[src/rtl/div_pkg.sv]
// Shared types and constants for the sequential restoring divider.
// Exports the FSM state type, default width and counter width helper.
package div_pkg;

   localparam int DIV_WIDTH = 4;

   typedef enum logic [1:0] {
      IDLE,
      CALC,
      DONE
   } div_state_e;

   // Bit counter must hold the value WIDTH itself.
   function automatic int cnt_width(input int w);
      return $clog2(w + 1);
   endfunction

endpackage

[src/rtl/seq_divider_step.sv]
// One combinational restoring-division iteration.
// Ports: r_i/q_i/d_i partial remainder, quotient shift reg, divisor;
//        r_o/q_o next partial remainder and next quotient shift reg.
module div_step
   import div_pkg::*;
#(
   parameter int WIDTH = DIV_WIDTH
) (
   input  logic [WIDTH-1:0] r_i,
   input  logic [WIDTH-1:0] q_i,
   input  logic [WIDTH-1:0] d_i,
   output logic [WIDTH-1:0] r_o,
   output logic [WIDTH-1:0] q_o
);

   logic [WIDTH:0]   t;
   logic [WIDTH-1:0] diff;
   logic             ge;

   assign t  = {r_i, q_i[WIDTH-1]};
   assign ge = (t >= {1'b0, d_i});
   // When ge holds the true difference is below D, so the low
   // WIDTH bits of a WIDTH-bit subtract are exact.
   assign diff = t[WIDTH-1:0] - d_i;

   assign r_o = ge ? diff : t[WIDTH-1:0];
   assign q_o = {q_i[WIDTH-2:0], ge};

endmodule

[src/rtl/seq_divider.sv]
// Sequential restoring unsigned divider, one quotient bit per clock.
// Ports: clk, rst_n (async, active-low), ld load strobe, dividend,
//        divisor; quotient, remainder, busy, done pulse, div_by_zero.
module seq_divider
   import div_pkg::*;
#(
   parameter int WIDTH = DIV_WIDTH
) (
   input  logic             clk,
   input  logic             rst_n,
   input  logic             ld,
   input  logic [WIDTH-1:0] dividend,
   input  logic [WIDTH-1:0] divisor,
   output logic [WIDTH-1:0] quotient,
   output logic [WIDTH-1:0] remainder,
   output logic             busy,
   output logic             done,
   output logic             div_by_zero
);

   localparam int CW = cnt_width(WIDTH);

   div_state_e       state_q, state_d;
   logic [WIDTH-1:0] dvs_q, dvs_d;
   logic [WIDTH-1:0] q_q, q_d;
   logic [WIDTH-1:0] r_q, r_d;
   logic [CW-1:0]    cnt_q, cnt_d;
   logic [WIDTH-1:0] quo_q, quo_d;
   logic [WIDTH-1:0] rem_q, rem_d;
   logic             dbz_q, dbz_d;

   logic [WIDTH-1:0] step_r;
   logic [WIDTH-1:0] step_q;

   div_step #(
      .WIDTH(WIDTH)
   ) u_step (
      .r_i(r_q),
      .q_i(q_q),
      .d_i(dvs_q),
      .r_o(step_r),
      .q_o(step_q)
   );

   always_ff @(posedge clk or negedge rst_n) begin
      if (!rst_n) begin
         state_q <= IDLE;
         dvs_q   <= '0;
         q_q     <= '0;
         r_q     <= '0;
         cnt_q   <= '0;
         quo_q   <= '0;
         rem_q   <= '0;
         dbz_q   <= 1'b0;
      end else begin
         state_q <= state_d;
         dvs_q   <= dvs_d;
         q_q     <= q_d;
         r_q     <= r_d;
         cnt_q   <= cnt_d;
         quo_q   <= quo_d;
         rem_q   <= rem_d;
         dbz_q   <= dbz_d;
      end
   end

   always_comb begin
      state_d = state_q;
      dvs_d   = dvs_q;
      q_d     = q_q;
      r_d     = r_q;
      cnt_d   = cnt_q;
      quo_d   = quo_q;
      rem_d   = rem_q;
      dbz_d   = dbz_q;
      unique case (state_q)
         IDLE: begin
            if (ld) begin
               dvs_d = divisor;
               q_d   = dividend;
               r_d   = '0;
               cnt_d = CW'(WIDTH);
               dbz_d = 1'b0;
               if (divisor == '0) begin
                  // No iterations: report saturated quotient at once.
                  state_d = DONE;
                  quo_d   = '1;
                  rem_d   = dividend;
                  dbz_d   = 1'b1;
               end else begin
                  state_d = CALC;
               end
            end
         end
         CALC: begin
            q_d   = step_q;
            r_d   = step_r;
            cnt_d = cnt_q - CW'(1);
            if (cnt_q == CW'(1)) begin
               state_d = DONE;
               quo_d   = step_q;
               rem_d   = step_r;
            end
         end
         DONE: begin
            state_d = IDLE;
         end
         default: begin
            state_d = IDLE;
         end
      endcase
   end

   assign quotient    = quo_q;
   assign remainder   = rem_q;
   assign busy        = (state_q != IDLE);
   assign done        = (state_q == DONE);
   assign div_by_zero = dbz_q;

endmodule

[config.mk]
export PLATFORM = sky130hd
export DESIGN_NAME = seq_divider
export DESIGN_NICKNAME = d
export VERILOG_FILES = /design/src/rtl/div_pkg.sv /design/src/rtl/seq_divider_step.sv /design/src/rtl/seq_divider.sv
export SDC_FILE = /design/constraint.sdc
export NUM_CORES = 1
export LEC_CHECK = 0
export ABC_AREA = 1
export BUFFER_PORTS_ARGS = -buffer_cell sky130_fd_sc_hd__buf_2
export CAP_MARGIN = 15
export CORE_MARGIN = 2
export CORE_UTILIZATION = 50
export CTS_CLUSTER_DIAMETER = 120
export DETAILED_ROUTE_END_ITERATION = 8
export PLACE_DENSITY = 0.81
export SLEW_MARGIN = 10
export SYNTH_ARGS = -nofsm -noshare
export SYNTH_HDL_FRONTEND = slang
export SYNTH_SLANG_ARGS = --single-unit
export TNS_END_PERCENT = 50
[constraint.sdc]
create_clock -name clk -period 1.7 [get_ports clk]
set_clock_uncertainty 0.15 [all_clocks]
set_input_delay 0.17 -clock clk [delete_from_list [all_inputs] [get_ports clk]]
set_output_delay 0.17 -clock clk [all_outputs]
set_load 0.005 [all_outputs]
======== Yosys cells after proc, flatten, opt, wreduce, memory -nomap -nowiden ========
Cells that the tools add are included.
word-level totals
  register bits ........................... 26
  latch bits .............................. 0
  bits in writable memories ............... 0
  memory bits (read-only) ................. 0
  output and inout port bits .............. 11
  memories ................................ 0
operators by class
  $add $sub $neg .......................... 2
  multipliers ............................. 0
  div/mod/pow operators ................... 0
  order comparisons ....................... 1
  equal/unequal tests ..................... 6
  shift-type cells ........................ 0
  multiplexer cells ....................... 20
  bitwise gates (word level) .............. 0
  reductions and logical operators ........ 8
operators with widths
  operator                                           count
  2-to-1 mux 4 bit                                   9
  one-hot mux 4 bit (2 select lines)                 4
  2-to-1 mux 2 bit                                   3
  != test 2 bit (second input constant)              3
  one-hot mux 3 bit (2 select lines)                 1
  AND reduction 2 bit                                3
  >= comparator 5 x 4 -> 1 bit                       1
  logical NOT 4 bit                                  1
  one-hot mux 2 bit (2 select lines)                 1
  AND reduction 4 bit                                1
  nonzero test 2 bit                                 2
  subtractor 4 bit                                   1
  == test 3 x 1 -> 1 bit (second input constant)     1
  2-to-1 mux 3 bit                                   1
  subtractor 3 x 1 -> 3 bit (second input constant)  1
  == test 2 x 1 -> 1 bit (second input constant)     1
  == test 2 bit (second input constant)              1
  logical NOT 2 bit                                  1
  2-to-1 mux 1 bit                                   1

======== Logic depth before layout (Yosys ltp) ========
Gate-level depths: netlist of run 1.
  depth after elaboration ................. 4
  mapped depth ............................ 12

======== Hierarchy ========
Synthesis of run 1 repeated with hierarchy kept, for this count alone.
second synthesis, totals
  cells, all modules ...................... 181
  area, all modules ....................... 1446.4 sq um
by module, submodules not included
  module       instances  cells each  area an instance (sq um)  seq. area each (sq um)
  seq_divider  1          138         1162.4                    650.6
  div_step     1          43          284.0                     0.0

======== Worst setup path before layout of run 1 ========
OpenSTA, ideal clock, no wires.
  kind .................................... register to register
  from .................................... reg r_q[1]
  to ...................................... reg rem_q[0], in the netlist remainder[0]
  setup time .............................. 113 ps
  arrival time ............................ 1362 ps
  data required time ...................... 1437 ps
  path slack .............................. 75 ps
  stages on the path, launching flop included .. 10
  path buffers ............................ 0
  cell sequence ........................... dfrtp_1 -> ha_1 -> a21oi_2 -> nand2_1 -> nand2_2 -> nand2_2 -> nand3_1 -> nand3_1 -> nand2_1 -> inv_1
on the way
  longest elaborated chain between the ends .. 4
RTL lines
  item                                RTL line                RTL
  start: declaration                  seq_divider.sv:26       logic [WIDTH-1:0] r_q, r_d;
  start signal: assignment            seq_divider.sv:59       r_q <= r_d;
  >= comparator 5 x 4 -> 1 bit        seq_divider_step.sv:21  assign ge = (t >= {1'b0, d_i});
  2-to-1 mux 4 bit                    seq_divider_step.sv:26  assign r_o = ge ? diff : t[WIDTH-1:0];
  2-to-1 mux 4 bit                    seq_divider.sv:99       if (cnt_q == CW'(1)) begin
  one-hot mux 4 bit (2 select lines)  seq_divider.sv:76       unique case (state_q)
  end signal: assignment              seq_divider.sv:62       rem_q <= rem_d;
  end: declaration                    seq_divider.sv:29       logic [WIDTH-1:0] rem_q, rem_d;
No other way between the ends. The select of a mux whose other input is x is not followed.
A chain may end at the register's enable or synchronous reset.

======== Worst setup path in the final report of run 1 ========
  from .................................... reg dvs_q[0]
  to ...................................... reg rem_q[1], in the netlist remainder[1]
on the way
  longest elaborated chain between the ends .. 4
RTL lines
  item                                                              RTL line                                        RTL
  start: declaration                                                seq_divider.sv:24                               logic [WIDTH-1:0] dvs_q, dvs_d;
  start signal: assignment                                          seq_divider.sv:57                               dvs_q <= dvs_d;
  subtractor 4 bit or >= comparator 5 x 4 -> 1 bit (tied branches)  seq_divider_step.sv:24, seq_divider_step.sv:21
  2-to-1 mux 4 bit (*)                                              seq_divider_step.sv:26
  2-to-1 mux 4 bit (*)                                              seq_divider.sv:99
  one-hot mux 4 bit (2 select lines) (*)                            seq_divider.sv:76
Mark *: on every way between the ends. The rest lies on a longest branch, timed or not. The select of a mux whose other input is x is not followed.

==> results of run 1 <==
per-stage QoR:
| stage | hold slack (ns) | worst slack (ns) |
|---|---|---|
| final | 0.0228 | 0.0246 |
| after global routing | 0.0437 | -0.0505 |
| after CTS | 0.0130 | 0.00232 |
| after detailed placement | 0.0565 | -0.0625 |
| after global placement | 0.0449 | 0.00838 |
| after floorplan | -0.276 | 0.0752 |
cells by family after synthesis:
| kind of cell | share of synthesized area, % |
|---|---|
| simple gates | 26.4 |
| buf+inv | 9.34 |
| flops | 46.7 |
| compound gates | 9.43 |
| fa+ha+maj | 6.83 |
| xor+xnor | 1.26 |
worst min-delay path: stages:
cell and delay, ns:
buf_2 0.07, nand2_1 0.04, inv_1 0.07, a22oi_1 0.06
o21ai_0 0.07
power by group through the flow:
stage	clock (mW)	sequential (mW)	combinational, mW
after floorplan	0	1.09	1.36
after global placement	0	1.09	1.82
after detailed placement	0	1.10	1.88
after CTS	0.440	1.10	2.07
after global routing	0.470	1.16	2.83
final	0.443	1.13	2.58
path summary, 6_finish.rpt:
| kind | start | cells after the start | slack (ns) | end |
|---|---|---|---|---|
| hold / removal | dividend[2] | 5 | 0.02 | q_q[2]$_DFFE_PN0P_ |
| hold reg to reg | quotient[0]$_DFFE_PN0P_ | 2 | 0.35 | quotient[0]$_DFFE_PN0P_ |
| setup reg to reg | dvs_q[0]$_DFFE_PN0P_ | 7 | 0.02 | remainder[1]$_DFFE_PN0P_ |
| min in group asynchronous | rst_n | 2 | 0.18 | cnt_q[1]$_DFFE_PN0P_ |
| setup / recovery | dvs_q[0]$_DFFE_PN0P_ | 7 | 0.02 | remainder[1]$_DFFE_PN0P_ |
| max in group asynchronous | rst_n | 2 | 0.82 | q_q[3]$_DFFE_PN0P_ |
Yosys cell counts:
cell,count
a21oi_2,1
o22ai_1,1
dfrtp_1,26
a21oi_1,3
o21ai_0,11
inv_1,27
buf_2,2
or2_0,4
nor2_2,4
buf_4,1
xnor2_1,2
o211ai_1,1
nor3_1,1
nand3_1,14
fa_1,1
nor2_4,2
nor2_1,12
a22oi_1,3
nand2_1,32
nand2_2,3
nand2_4,1
a2bb2oi_1,1
ha_1,6
nand4_1,4
o21a_1,1
inv_2,3
final cells by class:
| type | instances | share of cell area, % |
|---|---|---|
| clock buffers | 3 | 1.20 |
| multi-input cells | 108 | 40.2 |
| inverters | 30 | 6.28 |
| repair buffers | 40 | 13.9 |
| flip-flops and latches | 26 | 34.8 |
| clock inverters | 1 | 1.60 |
| well taps | 31 | 2.07 |
per-layer routing:
| layer | vias to the layer above | part of all wire, % | routed length [µm] |
|---|---|---|---|
| met1 | 620 | 41 | 1420 |
| li1 | 613 | - | - |
| met2 | 38 | 52 | 1840 |
| met3 | 11 | 3.3 | 114 |
| met5 | - | 0 | 0 |
| met4 | 0 | 3.5 | 124 |
flip-flops by register name, summed over array words and instances (netlist names):
signal	count
state_q	2
r_q	4
remainder	4
quotient	4
cnt_q	3
q_q	4
dvs_q	4
div_by_zero	1
repair_timing:
item / CTS / global route
endpoints found under the setup margin: 5 / 12
pin swaps: 2 / 11
resized for setup: 13 / 25
setup buffers: 1 / 8
hold endpoints to repair: 30 / 0
hold buffers: 5 / 0
==> summary.txt, run 1 <==
Status = complete, no violations
Remaining antenna violation count = 0
Antenna diodes = 0
Fin crit period = 1.68 ns
CP Data Arrival Time = 1.79 ns
Cell variety after synth = 26
Seq pwr share = 27.2%
Critical path's slowest cell = fa_2
Worst-Margin Slew = 0.572 ns
GRT overflow = 0
DRC = 0
Slew headroom = 61.9%
Crit end category = flip-flop
Final Cycle Share = 98.6%
Core Area = 2710 µm²
Synth area leader = dfrtp_1
Vias per inst = 5.36
Most frequent cells in the layout = 28 x nand2_1, 26 x dfrtp_1, 21 x buf_2, 20 x inv_1, 14 x buf_4
Unrepaired setup endpoints after global routing = yes
Final WL = 3500 µm
Largest net degree at the start of global routing = 27
Drt initial violations = 27
Global-route usage over all layers = 21.0%
WS Path Type = reg2reg
Startpoint class of the critical path = flip-flop
Nets = 227
Layout area overhead = 34.4%
Switching Fraction = 45.3%
VDD IR max = 0.00140 V
Slew Limit Fails = 0
Hold Vio Cnt, Final = 0
Longest Clk Path Bufs = 2
Lkg Pwr = 0.933 nW
Fin util = 69.1%
Fill cells = 192
Grt met3 use = 2.07%
Reg clk slew, reported paths = 0.16 ns
DP HPWL = 2150 µm
DIE HEIGHT = 56.8 µm
Initial Util = 51.4%
Commonest non-fill, non-tap cell in the layout = nand2_1
Clock Power Share = 10.7%
CP max FO = 3
Root buf cell = clkbuf_4
Met1 Resource Use GR = 25.5%
Hold Crit Class = in2reg
Design Power = 4.15 mW
Syn Inst Count = 167
Crit path max-delay family = adder cells
GR met2 Demand/Resource = 38.4%
Psw = 1.88 mW
Initial antenna violation count = 0
Power Density = 2220 nW/µm²
Area of the multi-input gates = 752 µm²
Netlist Area Pre-Place = 1390 µm²
CTS Sinks = 26
Clock network latency to the later pin of the worst-skew pair = 0.34 ns
Slowest stage delay, CP = 0.52 ns
Die area = 3220 µm²
WP data required = 1.81 ns
Post-DP Area = 1560 µm²
Placed Cells = 221
PortBufs = 21
Cell internal pwr = 2.27 mW
First-pass GRT wire length = 5260 µm
Synthesis warning total = 0
Area contributors post-synth = dfrtp_1 47%, nand2_1 8.6%, inv_1 7.3%
DIE WIDTH = 56.8 µm
Layout Cells excl Fill = 239
Syn Nets = 185
Ports = 22
Yosys reg bits = 26
Pre-antenna DRT Iters = 4
Share of cells above drive strength 1 = 39.9%
Mapped Avg Cell Area = 8.34 µm²
Critical path buffers and inverters = 2
# setup viols final = 0
Wirelength per Cell = 14.6 µm
Final instance area = 1870 µm²
Vias in the first global route = 1206
Vias = 1282
Proportion of netlist area held by the largest area contributor = 46.7%
GPL Wtd Cong = 0.849
Setup tns final = 0 ns
MaxCap Viol Count = 0
GRT Max-Usage Layer = met2
Register area = 651 µm²
Clock buffer count from CTS = 3
Comb power frac = 62.2%
H-Tree Level Count = 1
CP Cell Sequence = ha_4 > fa_2 > inv_1 > nand3_2 > nand3_2 > nand2_1 > inv_1
Register area share after synthesis = 46.7%
Row Count = 19
F_max = 597 MHz
CTS tree = done
No activity file was read; power rests on OpenSTA's default activity.
==> inputs of run 2 (changes only) <==
SETUP_SLACK_MARGIN = 0.5   (was not set)
==> run 2 against run 1 <==
Against the previous run:
- the flow now finishes with violations (setup timing)
- final cell count rose by 4.6%
- die area unchanged
- sequential share of layout area shrank 5.3 points
- register-to-register slack got worse by 0.12 ns
- flip-flop and latch count stayed put
- global-route usage is 2.6 points higher
- utilization increased by 13 points
- maximum frequency decreased by 6.5%
- first-iteration DRC count increased to 2.8 times the previous value
- wire length up 42%
- hold slack improved by 0.040 ns
- worst setup slack worse by 0.12 ns
==> summary.txt, run 2 (synthesis results as in run 1) <==
Slew headroom = 59.9% (-2.0 points)
Largest net degree at the start of global routing = 27 (unchanged)
CTS Sinks = 26 (unchanged)
Final WL = 4970 µm (+42%)
H-Tree Level Count = 1 (unchanged)
DIE WIDTH = 56.8 µm (unchanged)
Critical path depth = 11 (+4)
Crit path max-delay family = simple AND/OR/NAND/NOR gates
WP data required = 1.84 ns (+0.03 ns)
Clock buffer count from CTS = 3 (unchanged)
PortBufs = 21 (unchanged)
Crit. Startpoint = r_q[1]$_DFFE_PN0P_
Layout area overhead = 59.0%
Drt initial violations = 75 (+180%)
Worst-Margin Slew = 0.601 ns (+0.0296 ns)
First-pass GRT wire length = 5900 µm (+12%)
MaxCap Viol Count = 0 (unchanged)
Commonest non-fill, non-tap cell in the layout = dfrtp_1
Clock network latency to the later pin of the worst-skew pair = 0.33 ns (about the same)
Vias in the first global route = 1371 (+14%)
Global-route usage over all layers = 23.6% (+2.6 points)
Critical path buffers and inverters = 2 (unchanged)
DIE HEIGHT = 56.8 µm (unchanged)
Crit end category = flip-flop
Wirelength per Cell = 19.9 µm (+36%)
DP HPWL = 2200 µm (+2.3%)
Final Cycle Share = 105% (+6.8 points)
Hold Crit Class = in2reg
Startpoint class of the critical path = flip-flop
Core Area = 2710 µm² (unchanged)
Die area = 3220 µm² (unchanged)
Slowest stage delay, CP = 0.47 ns (-0.05 ns)
Setup ws final = -0.0914 ns (-0.116 ns)
Remaining antenna violation count = 0 (unchanged)
Unrepaired setup endpoints after global routing = yes
# setup viols final = 6 (+6)
Most frequent cells in the layout = 25 x dfrtp_1, 22 x nand2_1, 20 x buf_2, 16 x inv_1, 14 x buf_4
Fin crit period = 1.79 ns (+0.116 ns)
Reg2Reg Setup Slack = -0.09 ns (-0.12 ns)
CP Cell Sequence = ha_4 > nand2_4 > inv_2 > nand2_2 > nand2_2 > nand2_4 > nand2_8 > nand3_4 > nand3_2 > nand2_1 > inv_1
Share of cells above drive strength 1 = 54.3% (+14 points)
Failing checks = setup timing
WS Path Type = reg2reg
Reg clk slew, reported paths = 0.15 ns (about the same)
GRT overflow = 0 (unchanged)
Slew Limit Fails = 0 (unchanged)
Root buf cell = clkbuf_4
Vias = 1465 (+14%)
Vias per inst = 5.86 (+9.2%)
Pre-antenna DRT Iters = 4 (unchanged)
Hold Vio Cnt, Final = 0 (unchanged)
Critical path's slowest cell = dfrtp_1
Initial antenna violation count = 0 (unchanged)
WHS = 0.0628 ns (+0.0400 ns)
Antenna diodes = 0 (unchanged)
CP max FO = 6 (+3)
Row Count = 19 (unchanged)
GPL Wtd Cong = 0.853 (+0.39%)
R2r startpoint = r_q[1]$_DFFE_PN0P_
CTS tree = done
Nets = 238 (+4.8%)
Initial Util = 51.4% (unchanged)
DRC = 0 (unchanged)
Longest Clk Path Bufs = 2 (unchanged)
Ports = 22 (unchanged)
R2r worst-path depth = 11 (+4)
CP Data Arrival Time = 1.93 ns (+0.14 ns)
Status = complete, but fails checks
Crit path to = remainder[0]$_DFFE_PN0P_
F_max = 558 MHz (-6.5%)
Reg2reg end = remainder[0]$_DFFE_PN0P_
run 2: changes by cell type in the layout (fill, tap and decap cells not counted), sizes merged:
cell	previous run	this run
clkbuf	3	4
clkinv	0	1
inv	30	29
bufinv	1	0
buf	35	46
run 2: worst min path at each step:
stage           startpoint                 endpoint  slack [ns]  cells past startpoint
2_1_floorplan        rst_n     cnt_q[0]$_DFFE_PN0P_       -0.28                      0
3_3_place_gp         rst_n  div_by_zero$_DFFE_PN0P_        0.05                      1
3_5_place_dp         rst_n  div_by_zero$_DFFE_PN0P_        0.06                      1
4_1_cts        dividend[2]       q_q[2]$_DFFE_PN0P_        0.03                      5
5_1_grt        dividend[1]       q_q[1]$_DFFE_PN0P_        0.10                      5
6_report       dividend[2]       q_q[2]$_DFFE_PN0P_        0.06                      5
run 2: area by class of cell:
class / count / area [µm²]
Multi-Input combinational cell: 108 / 942
Timing Repair Buffer: 51 / 403
Inverter: 30 / 143
Sequential cell: 26 / 652
Clock buffer: 4 / 36.3
Fill cell: 127 / 495
Tap cell: 31 / 38.8
run 2: per-stage QoR:
step                      cell area, µm²  cells  setup slack (ns)  setup TNS, ns  util, %
final                               2210    250           -0.0914         -0.323     81.7
after global routing                2210    250            -0.147         -0.684     81.7
after CTS                           1840    239            0.0245              0     68.1
after detailed placement            1610    219           -0.0377        -0.0986     59.4
after global placement              1610    219            0.0376              0     59.4
after floorplan                     1460    167             0.158              0        -
run 2: metal layers:
metal	wire (µm)	global-route usage, %	part of all wire (%)
met1	1900	27.8	38
met2	2560	43.7	52
met3	271	2.30	5.5
met4	234	9.30	4.7
met5	0	0	0
run 2: timing repair:
| item | CTS | global route |
|---|---|---|
| gates cloned | 0 | 1 |
| resized for setup | 17 | 79 |
| setup endpoints to repair | 28 | 35 |
| endpoints found under the hold margin | 30 | 0 |
| hold buffers | 5 | 0 |
| pin swaps | 8 | 16 |
| setup buffers | 11 | 10 |
run 2: worst reg2reg max path, cell delays in order, from the launching register on:
cell,delay (ns)
dfrtp_1,0.47
ha_4,0.34
nand2_4,0.06
inv_2,0.06
nand2_2,0.05
nand2_2,0.09
nand2_4,0.10
nand2_8,0.13
nand3_4,0.09
nand3_2,0.07
nand2_1,0.06
inv_1,0.07
Power of run 2 is not shown: default switching activity piles up to over one toggle a cycle in this logic, so the estimate is an artifact.
==> inputs of run 3 (changes only) <==
CORE_MARGIN = not set   (was 2)
SLEW_MARGIN = not set   (was 10)
==> run 3 against run 2 <==
Against the previous run:
- the run still ends with setup timing left
- worst setup slack worse by 0.044 ns
- sequential share of layout area is 2.1 points higher
- cell area is 6.8% lower
- via count is 6.3% lower
- utilization is 0.65 points lower
- maximum frequency is 2.4% lower
- register-to-register slack worse by 0.04 ns
- final cell count is 2.0% lower
- die area is 6.9% lower
- flip-flop and latch count stayed put
- count of clock-buffer cells in the layout stayed put
- critical endpoint unchanged
==> summary.txt, run 3 (synthesis results as in run 1) <==
Most frequent CP cell = nand2_1
DP HPWL = 2180 µm (-1.1%)
Nets = 234 (-1.7%)
PortBufs = 21 (unchanged)
Fin crit period = 1.84 ns (+0.0440 ns)
Hold Crit Class = in2reg
Core Area = 2540 µm² (-6.1%)
Initial antenna violation count = 0 (unchanged)
Lkg Pwr = 1.00 nW
Post-DP Area = 1610 µm² (about the same)
Die area = 3000 µm² (-6.9%)
CP Cell Sequence = inv_2 > ha_4 > buf_4 > nand2_1 > nand2_1 > nand2_2 > nand2_4 > nand2_8 > nand3_2 > nand3_2 > nand2_1 > inv_1
# setup viols final = 10 (+4)
DIE WIDTH = 54.8 µm (-3.5%)
Design Power = 4.86 mW
Startpoint class of the critical path = flip-flop
Wirelength per Cell = 18.2 µm (-8.6%)
First-pass GRT wire length = 5710 µm (-3.3%)
Hold Vio Cnt, Final = 0 (unchanged)
Critical path's slowest cell = dfrtp_1
Failing checks = setup timing
WHS = 0.0462 ns (-0.0166 ns)
Slew Limit Fails = 0 (unchanged)
GPL Wtd Cong = 0.860 (+0.88%)
Largest net degree at the start of global routing = 27 (unchanged)
Global-route usage over all layers = 27.4% (+3.8 points)
Status = complete, but fails checks
Placed Cells = 218 (-0.46%)
Commonest non-fill, non-tap cell in the layout = dfrtp_1
WP data required = 1.79 ns (-0.05 ns)
Unrepaired setup endpoints after global routing = yes
WS Path Type = reg2reg
Clock network latency to the later pin of the worst-skew pair = 0.34 ns (about the same)
Pre-antenna DRT Iters = 4 (unchanged)
Slowest stage delay, CP = 0.42 ns (-0.05 ns)
Initial Util = 54.7% (+3.3 points)
Clock buffer count from CTS = 3 (unchanged)
Power Density = 2350 nW/µm²
DIE HEIGHT = 54.8 µm (-3.5%)
H-Tree Level Count = 1 (unchanged)
CP Data Arrival Time = 1.93 ns (about the same)
Vias per inst = 5.60 (-4.4%)
Layout area overhead = 48.2%
CTS tree = done
Crit end category = flip-flop
GRT overflow = 0 (unchanged)
Ports = 22 (unchanged)
CTS Sinks = 26 (unchanged)
Share of cells above drive strength 1 = 51.2% (-3.2 points)
MaxCap Viol Count = 0 (unchanged)
Slew headroom = 61.0% (+1.1 points)
Worst-Margin Slew = 0.585 ns (-0.0162 ns)
Row Count = 18 (-1)
Worst slack at placement = -0.00235 ns (+0.0354 ns)
Root buf cell = clkbuf_4
Crit path max-delay family = simple AND/OR/NAND/NOR gates
Final WL = 4450 µm (-10%)
Fin util = 81.1% (-0.65 points)
Most frequent cells in the layout = 26 x dfrtp_1, 22 x nand2_1, 21 x buf_2, 16 x inv_1, 14 x buf_4
Fill cells = 142 (+12%)
Critical path buffers and inverters = 3 (+1)
Drt initial violations = 56 (-25%)
Final instance area = 2060 µm² (-6.8%)
Layout Cells excl Fill = 245 (-2.0%)
Setup tns final = -0.629 ns (-0.307 ns)
Remaining antenna violation count = 0 (unchanged)
DRC = 0 (unchanged)
Antenna diodes = 0 (unchanged)
Vias in the first global route = 1261 (-8.0%)
Longest Clk Path Bufs = 2 (unchanged)
Reg clk slew, reported paths = 0.14 ns (about the same)
CP max FO = 6 (unchanged)
F_max = 545 MHz (-2.4%)
Setup ws final = -0.135 ns (-0.0440 ns)
Final Cycle Share = 108% (+2.6 points)
VDD IR max = 0.00160 V
Vias = 1373 (-6.3%)
-- run 3: report_power, final --
part           leakage [nW]  total, mW  internal (mW)  switching [mW]
clock                0.0210      0.323          0.132           0.192
combinational         0.671       3.37           1.42            1.95
sequential            0.310       1.16          0.921           0.239
-- run 3: path summary, 6_finish.rpt --
check	startpoint	to	slack, ns	cells past startpoint
min in group asynchronous	rst_n	quotient[3]$_DFFE_PN0P_	0.20	2
max in group asynchronous	rst_n	dvs_q[2]$_DFFE_PN0P_	0.81	2
setup reg to reg	q_q[3]$_DFFE_PN0P_	remainder[0]$_DFFE_PN0P_	-0.14	12
hold reg to reg	quotient[0]$_DFFE_PN0P_	quotient[0]$_DFFE_PN0P_	0.37	2
setup / recovery	q_q[3]$_DFFE_PN0P_	remainder[0]$_DFFE_PN0P_	-0.14	12
hold / removal	dividend[1]	q_q[1]$_DFFE_PN0P_	0.05	5
-- run 3: layer usage --
layer | up-vias | routed length (µm) | track usage, %
li1 | 630 | - | -
met1 | 658 | 1690 | 32.8
met2 | 59 | 2260 | 48.8
met3 | 26 | 290 | 3.33
met4 | 0 | 214 | 11.5
met5 | - | 0 | 0
-- run 3: final cells by class --
cell class | instances | area (µm²) | share of cell area [%]
Timing Repair Buffer | 47 | 339 | 16.4
Inverter | 30 | 130 | 6.31
Sequential cell | 26 | 651 | 31.5
Multi-Input combinational cell | 108 | 870 | 42.1
Clock buffer | 4 | 36.3 | 1.76
Tap cell | 30 | 37.5 | 1.82
-- run 3: worst register-to-register path, cell delays in order, from the launching register on --
cell	delay (ns)
dfrtp_1	0.42
inv_2	0.10
ha_4	0.16
buf_4	0.13
nand2_1	0.06
nand2_1	0.09
nand2_2	0.09
nand2_4	0.13
nand2_8	0.09
nand3_2	0.09
nand3_2	0.07
nand2_1	0.08
inv_1	0.06
-- run 3: timing repair --
action                                  in CTS  in global routing
cloned                                       0                  1
pin swaps                                   14                 26
endpoints found under the hold margin       30                  0
setup buffers                               10                  7
gates resized for setup                     19                 53
endpoints found under the setup margin      31                 35
hold buffers                                 5                  0
